[config.mk]
export PLATFORM = sky130hd
export DESIGN_NAME = rca_digit_serial_adder_flat
export DESIGN_NICKNAME = d
export VERILOG_FILES = /design/src/rtl/rca_digit_serial_adder_if.sv /design/src/rtl/rca_digit_serial_adder.sv /design/src/flat_wrapper.sv
export SDC_FILE = /design/constraint.sdc
export NUM_CORES = 1
export LEC_CHECK = 0
export ABC_AREA = 0
export CORE_AREA = 2 2 80 82
export DETAILED_ROUTE_END_ITERATION = 16
export DIE_AREA = 0 0 82 84
export PLACE_DENSITY_LB_ADDON = 0.2
export SLEW_MARGIN = 5
export SYNTH_ARGS = -nofsm -noshare
export SYNTH_HDL_FRONTEND = slang
export SYNTH_SLANG_ARGS = --single-unit
[constraint.sdc]
create_clock -name clk -period 6.6 [get_ports clk]
set_input_delay 1.32 -clock clk [delete_from_list [all_inputs] [get_ports clk]]
set_output_delay 1.32 -clock clk [all_outputs]
set_load 0.05 [all_outputs]
[src/rtl/rca_digit_serial_adder_if.sv]
// Handshake bundle for rca_digit_serial_adder: operand side (in_*, a, b, cin)
// and result side (out_*, sum, carry, overflow).
// Optional macro RCA_SERIAL_SUB_EN adds the 1-bit 'sub' operand signal.
//
// Handshake: a transfer happens on a rising clk edge where valid && ready are
// both high; the producer holds valid and its data stable until that edge, and
// ready never depends combinationally on valid.
interface rca_digit_serial_adder_if #(
    parameter int WIDTH = 16
);
    logic             in_valid;
    logic             in_ready;
    logic [WIDTH-1:0] a;
    logic [WIDTH-1:0] b;
    logic             cin;
`ifdef RCA_SERIAL_SUB_EN
    logic             sub;
`endif
    logic             out_valid;
    logic             out_ready;
    logic [WIDTH-1:0] sum;
    logic             carry;
    logic             overflow;

    modport master (
`ifdef RCA_SERIAL_SUB_EN
        output sub,
`endif
        output in_valid, a, b, cin, out_ready,
        input  in_ready, out_valid, sum, carry, overflow
    );

    modport slave (
`ifdef RCA_SERIAL_SUB_EN
        input  sub,
`endif
        input  in_valid, a, b, cin, out_ready,
        output in_ready, out_valid, sum, carry, overflow
    );
endinterface

[src/rtl/rca_digit_serial_adder.sv]
// Digit-serial ripple-carry adder: {carry,sum} = a + b + cin, DIGIT bits per
// clock through one DIGIT-bit ripple slice with a registered inter-digit carry.
// WIDTH must be a multiple of DIGIT, 1 <= DIGIT <= WIDTH.
// Optional macro RCA_SERIAL_SUB_EN: adds 'sub' (b inverted, cin inverted) so
// the block also computes a-b / a-b-1; carry then reads as NOT borrow.
// state_dbg mirrors the FSM state (0=IDLE, 1=RUN, 2=DONE).
module rca_digit_serial_adder #(
    parameter int WIDTH = 16,
    parameter int DIGIT = 4
) (
    input  logic                       clk,
    input  logic                       rst,
    rca_digit_serial_adder_if.slave    bus,
    output logic [1:0]                 state_dbg
);
    localparam int NDIG  = WIDTH / DIGIT;
    localparam int CNT_W = (NDIG > 1) ? $clog2(NDIG) : 1;

    typedef enum logic [1:0] {
        S_IDLE = 2'd0,
        S_RUN  = 2'd1,
        S_DONE = 2'd2
    } state_t;

    state_t             state_q, state_d;
    logic [WIDTH-1:0]   a_q, a_d;
    logic [WIDTH-1:0]   b_q, b_d;
    logic [WIDTH-1:0]   res_q, res_d;
    logic               c_q, c_d;
    logic [CNT_W-1:0]   cnt_q, cnt_d;
    logic [WIDTH-1:0]   sum_q, sum_d;
    logic               carry_q, carry_d;
    logic               overflow_q, overflow_d;

    logic               sub_in;
    logic [DIGIT-1:0]   slice_sum;
    logic [DIGIT:0]     slice_c;
    logic [WIDTH-1:0]   res_shift;
    logic               last_digit;
    logic               unused_res_low;

`ifdef RCA_SERIAL_SUB_EN
    assign sub_in = bus.sub;
`else
    assign sub_in = 1'b0;
`endif

    // One DIGIT-bit ripple slice over the low digit of the operand registers.
    always_comb begin
        slice_c    = '0;
        slice_sum  = '0;
        slice_c[0] = c_q;
        for (int i = 0; i < DIGIT; i++) begin
            slice_sum[i]  = a_q[i] ^ b_q[i] ^ slice_c[i];
            slice_c[i+1]  = (a_q[i] & b_q[i]) | (slice_c[i] & (a_q[i] ^ b_q[i]));
        end
    end

    // New digit enters at the top; after NDIG shifts digit 0 sits at bit 0.
    // The low digit of res_q is always shifted out and never read.
    generate
        if (DIGIT == WIDTH) begin : g_single
            assign res_shift      = slice_sum;
            assign unused_res_low = ^res_q;
        end else begin : g_multi
            assign res_shift      = {slice_sum, res_q[WIDTH-1:DIGIT]};
            assign unused_res_low = ^res_q[DIGIT-1:0];
        end
    endgenerate

    assign last_digit = (cnt_q == CNT_W'(NDIG - 1));

    // Next-state and datapath update for IDLE / RUN / DONE.
    always_comb begin
        state_d    = state_q;
        a_d        = a_q;
        b_d        = b_q;
        res_d      = res_q;
        c_d        = c_q;
        cnt_d      = cnt_q;
        sum_d      = sum_q;
        carry_d    = carry_q;
        overflow_d = overflow_q;
        case (state_q)
            S_IDLE: begin
                if (bus.in_valid) begin
                    // Subtraction folds into the operands once, at acceptance.
                    a_d     = bus.a;
                    b_d     = bus.b ^ {WIDTH{sub_in}};
                    c_d     = bus.cin ^ sub_in;
                    cnt_d   = '0;
                    state_d = S_RUN;
                end
            end
            S_RUN: begin
                a_d   = a_q >> DIGIT;
                b_d   = b_q >> DIGIT;
                c_d   = slice_c[DIGIT];
                res_d = res_shift;
                cnt_d = cnt_q + 1'b1;
                if (last_digit) begin
                    // Bit DIGIT-1 of the final slice is bit WIDTH-1 overall.
                    sum_d      = res_shift;
                    carry_d    = slice_c[DIGIT];
                    overflow_d = slice_c[DIGIT-1] ^ slice_c[DIGIT];
                    state_d    = S_DONE;
                end
            end
            S_DONE: begin
                if (bus.out_ready) begin
                    state_d = S_IDLE;
                end
            end
            default: begin
                state_d = S_IDLE;
            end
        endcase
    end

    // State and datapath registers; reset abandons any operation in flight.
    always_ff @(posedge clk) begin
        if (rst) begin
            state_q    <= S_IDLE;
            a_q        <= '0;
            b_q        <= '0;
            res_q      <= '0;
            c_q        <= 1'b0;
            cnt_q      <= '0;
            sum_q      <= '0;
            carry_q    <= 1'b0;
            overflow_q <= 1'b0;
        end else begin
            state_q    <= state_d;
            a_q        <= a_d;
            b_q        <= b_d;
            res_q      <= res_d;
            c_q        <= c_d;
            cnt_q      <= cnt_d;
            sum_q      <= sum_d;
            carry_q    <= carry_d;
            overflow_q <= overflow_d;
        end
    end

    assign bus.in_ready  = (state_q == S_IDLE);
    assign bus.out_valid = (state_q == S_DONE);
    assign bus.sum       = sum_q;
    assign bus.carry     = carry_q;
    assign bus.overflow  = overflow_q;
    assign state_dbg     = state_q;
endmodule

[src/flat_wrapper.sv]
// flat-port wrapper written by rule: the top's interface ports become plain ports
module rca_digit_serial_adder_flat 
#(
    parameter int WIDTH = 16,
    parameter int DIGIT = 4
)
  (clk, rst, state_dbg, bus_in_valid, bus_a, bus_b, bus_cin, bus_out_ready, bus_in_ready, bus_out_valid, bus_sum, bus_carry, bus_overflow);
  rca_digit_serial_adder_if #(.WIDTH(WIDTH)) bus_i ();
  input  logic clk;
  input  logic rst;
  output logic [1:0] state_dbg;
  input wire logic [$bits(bus_i.in_valid)-1:0] bus_in_valid;
  input wire logic [$bits(bus_i.a)-1:0] bus_a;
  input wire logic [$bits(bus_i.b)-1:0] bus_b;
  input wire logic [$bits(bus_i.cin)-1:0] bus_cin;
  input wire logic [$bits(bus_i.out_ready)-1:0] bus_out_ready;
  output wire logic [$bits(bus_i.in_ready)-1:0] bus_in_ready;
  output wire logic [$bits(bus_i.out_valid)-1:0] bus_out_valid;
  output wire logic [$bits(bus_i.sum)-1:0] bus_sum;
  output wire logic [$bits(bus_i.carry)-1:0] bus_carry;
  output wire logic [$bits(bus_i.overflow)-1:0] bus_overflow;
  assign bus_i.in_valid = bus_in_valid;
  assign bus_i.a = bus_a;
  assign bus_i.b = bus_b;
  assign bus_i.cin = bus_cin;
  assign bus_i.out_ready = bus_out_ready;
  assign bus_in_ready = bus_i.in_ready;
  assign bus_out_valid = bus_i.out_valid;
  assign bus_sum = bus_i.sum;
  assign bus_carry = bus_i.carry;
  assign bus_overflow = bus_i.overflow;
  rca_digit_serial_adder #(.WIDTH(WIDTH), .DIGIT(DIGIT)) u_core (.clk(clk), .rst(rst), .bus(bus_i), .state_dbg(state_dbg));
endmodule
==> impl_metrics.json <==
{
  "avgViaCountPerCell": 5.07,
  "start_util_pct": 46.4,
  "antenna_found_initial": 0,
  "drtPass1Iterations": 4,
  "critPathTopFamily": "flip-flops",
  "post-route-min-period_ns": 3.64,
  "ys_top_cells_by_area": "dfxtp_1, o2bb2ai_2, mux2i_1",
  "syn_nets": 318,
  "finalHoldViolCount": 0,
  "grt_pass1_wl_mm": 9.25,
  "ctsHoldBuffers": 0,
  "n_fill_cell": 557,
  "fmax_ghz": 0.275,
  "p_leak_nw": 1.31,
  "layout-drive-gt1-share_pct": 13.5,
  "critical-path-max-stage-delay_ns": 1.01,
  "post_cts_buffers": 0,
  "worst_pin_slew_ns": 1.03,
  "drc": 0,
  "die_width_um": 82,
  "ant_nets": 0,
  "register_area_um2": 1340,
  "grt_pass1_vias": 2002,
  "cts.path.max_buffers": 2,
  "numCtsBuffers": 9,
  "cp.required_ns": 5.28,
  "coreArea_um2": 6100,
  "ys_ff_latch": 67,
  "crit_path_end_kind": "output port",
  "dpl.hpwl_mm": 3.69,
  "worstSkewPairLatency_ns": 0.34,
  "nets": 370,
  "min_to": "u_core.bus.sum[10]",
  "cp.arrival_ns": 2.32,
  "totalPowerFinal_w": 0.000968,
  "worstPathCellList": "clkdlybuf4s50_1",
  "design.die.area_um2": 6890,
  "cp_num_buf_inv": 1,
  "cts-root-buf": "clkbuf_8",
  "yosysTopAreaCellShare_pct": 47.4,
  "syn_inst": 276,
  "slowest_stage": "dfxtp_2",
  "dr_total_vias": 2079,
  "final_max_slew_viol_count": 0,
  "r2r_end": "u_core.bus.sum[15]",
  "wl_per_cell_um": 13.4,
  "diodes": 0,
  "num_rows": 29,
  "grt_setup_unrepaired": "no",
  "synth_cell_type_count": 33,
  "drtIter0Drc": 125,
  "powerDensity_nw_per_um2": 265,
  "cts_htree_levels": 3,
  "worst_hold_path.num_cells": 2,
  "io_pins": 59,
  "multi_input_area_um2": 1320,
  "postCtsResizedCells": 0,
  "critPathKind": "reg2out",
  "holdCritStartpoint": "u_core.bus.sum[10]",
  "timing.setup.tns_ns": 0,
  "synth.avg_cell_area_um2": 10.2,
  "reg2reg_depth": 8,
  "hold_class": "reg2reg",
  "cts_sinks": 67,
  "grt.total_usage_pct": 17.4,
  "clock_skew_ns": 0.00958,
  "clk_pin_slew_ns": 0.07,
  "synth_top_area_cell": "dfxtp_1",
  "gp_congestion": 0.734,
  "grt_max_degree": 43,
  "r2r_start": "u_core.c_q",
  "r2r_slack_ns": 4.39,
  "netlist_area_um2": 2830,
  "gr-total-overflow": 0,
  "status": "finished clean",
  "start_kind": "flop",
  "synth_warnings": 0,
  "area_delta_synth_final_pct": 29.1,
  "finalCritPeriodShare_pct": 55.2,
  "chipHeight_um": 84,
  "cts_tree": "built",
  "io_buffers": 58,
  "finalSetupViolCount": 0,
  "slew_headroom_pct": 31.2,
  "ir_drop_mv": 0.147,
  "drv_cap": 0,
  "critPathMaxFanout": 42,
  "drt_wl_total_mm": 5.51,
  "ys_seq_area_share_pct": 47.4
}
cell type report:
cell class / count / area share [%]
clock buffer: 12 / 4.52
timing repair buffer: 61 / 16.5
clock inverter: 4 / 2.60
inverter: 8 / 0.822
sequential: 67 / 36.8
tap: 77 / 2.64
multi-input combinational: 181 / 36.1
through the flow:
stage	cell area, um2	utilization (%)	worst slack [ns]	std cells	hold slack, ns
3_3_place_gp	3390	55.6	3.31	394	0.442
4_1_cts	3650	59.9	2.93	410	0.454
5_1_grt	3650	59.9	2.86	410	0.476
6_report	3650	59.9	2.96	410	0.455
2_1_floorplan	2830	-	3.68	276	0.432
3_5_place_dp	3390	55.6	3.31	394	0.447
layer usage:
metal	vias to the layer above	routed length, um	GRT usage (%)
li1	1068	-	-
met1	961	2700	24.4
met2	43	2470	24.9
met3	7	264	3.79
met4	0	72	9.09
met5	-	0	0
cells in the mapped netlist, drive strengths merged:
library cell	instances
ha	1
xnor2	1
o21bai	1
clkbuf	4
mux2i	25
dfxtp	67
inv	8
or2	1
fa	4
nand2	50
nor2	10
a21oi	33
buf	16
o21ai	6
mux2	1
a211oi	5
nand2b	2
and2b	1
nor3b	1
a22oi	2
o2bb2ai	25
and3b	1
nand3b	7
nor2b	3
a22o	1
worst max-delay path by stage:
stage | end | startpoint | cells after the start
4_1_cts | state_dbg[0] | u_core.state_dbg[0] | 1
3_5_place_dp | state_dbg[0] | u_core.state_dbg[0] | 1
5_1_grt | state_dbg[0] | u_core.state_dbg[0] | 1
2_1_floorplan | bus_in_ready | u_core.state_dbg[0] | 3
3_3_place_gp | state_dbg[0] | u_core.state_dbg[0] | 1
6_report | state_dbg[0] | u_core.state_dbg[0] | 1
cells by family (layout without fill, tap and decap cells):
family                   Yosys count  count (layout)  share of synthesized area (%)
buffers and inverters             28              85                           6.02
AO/OA/AOI/OAI                     73              73                           21.5
multiplexers                      26              26                           9.25
flip-flops                        67              67                           47.4
AND/OR/NAND/NOR                   76              76                           12.2
XOR/XNOR                           1               1                          0.310
adder cells (fa/ha/maj)            5               5                           3.27
where the power goes:
part            total, W  switching [W]  internal (W)
registers       0.000443      0.0000199      0.000423
clock network   0.000433       0.000151      0.000281
logic          0.0000925      0.0000427     0.0000498
registers in the layout (all words and copies together), names as in the netlist:
register and flops:
u_core.a_q 16, u_core.b_q 16, u_core.bus.carry 1, u_core.bus.overflow 1, u_core.bus.sum 16, u_core.c_q 1
u_core.cnt_q 2, u_core.res_q 12, u_core.state_dbg 2
cell usage in the layout, fill, tap and decap left out, types with 2 or more instances in the layout:
master / count
dfxtp_1: 66
clkdlybuf4s50_1: 58
nand2_1: 50
a21oi_1: 32
mux2i_1: 25
o2bb2ai_2: 19
clkbuf_8: 12
nor2_1: 10
inv_1: 8
nand3b_1: 6
o21ai_0: 6
o2bb2ai_1: 6
a211oi_1: 5
fa_1: 4
bufinv_16: 3
buf_4: 3
nor2b_1: 2
nand2b_1: 2
a22oi_1: 2
No activity file was read; power rests on OpenSTA's default activity.
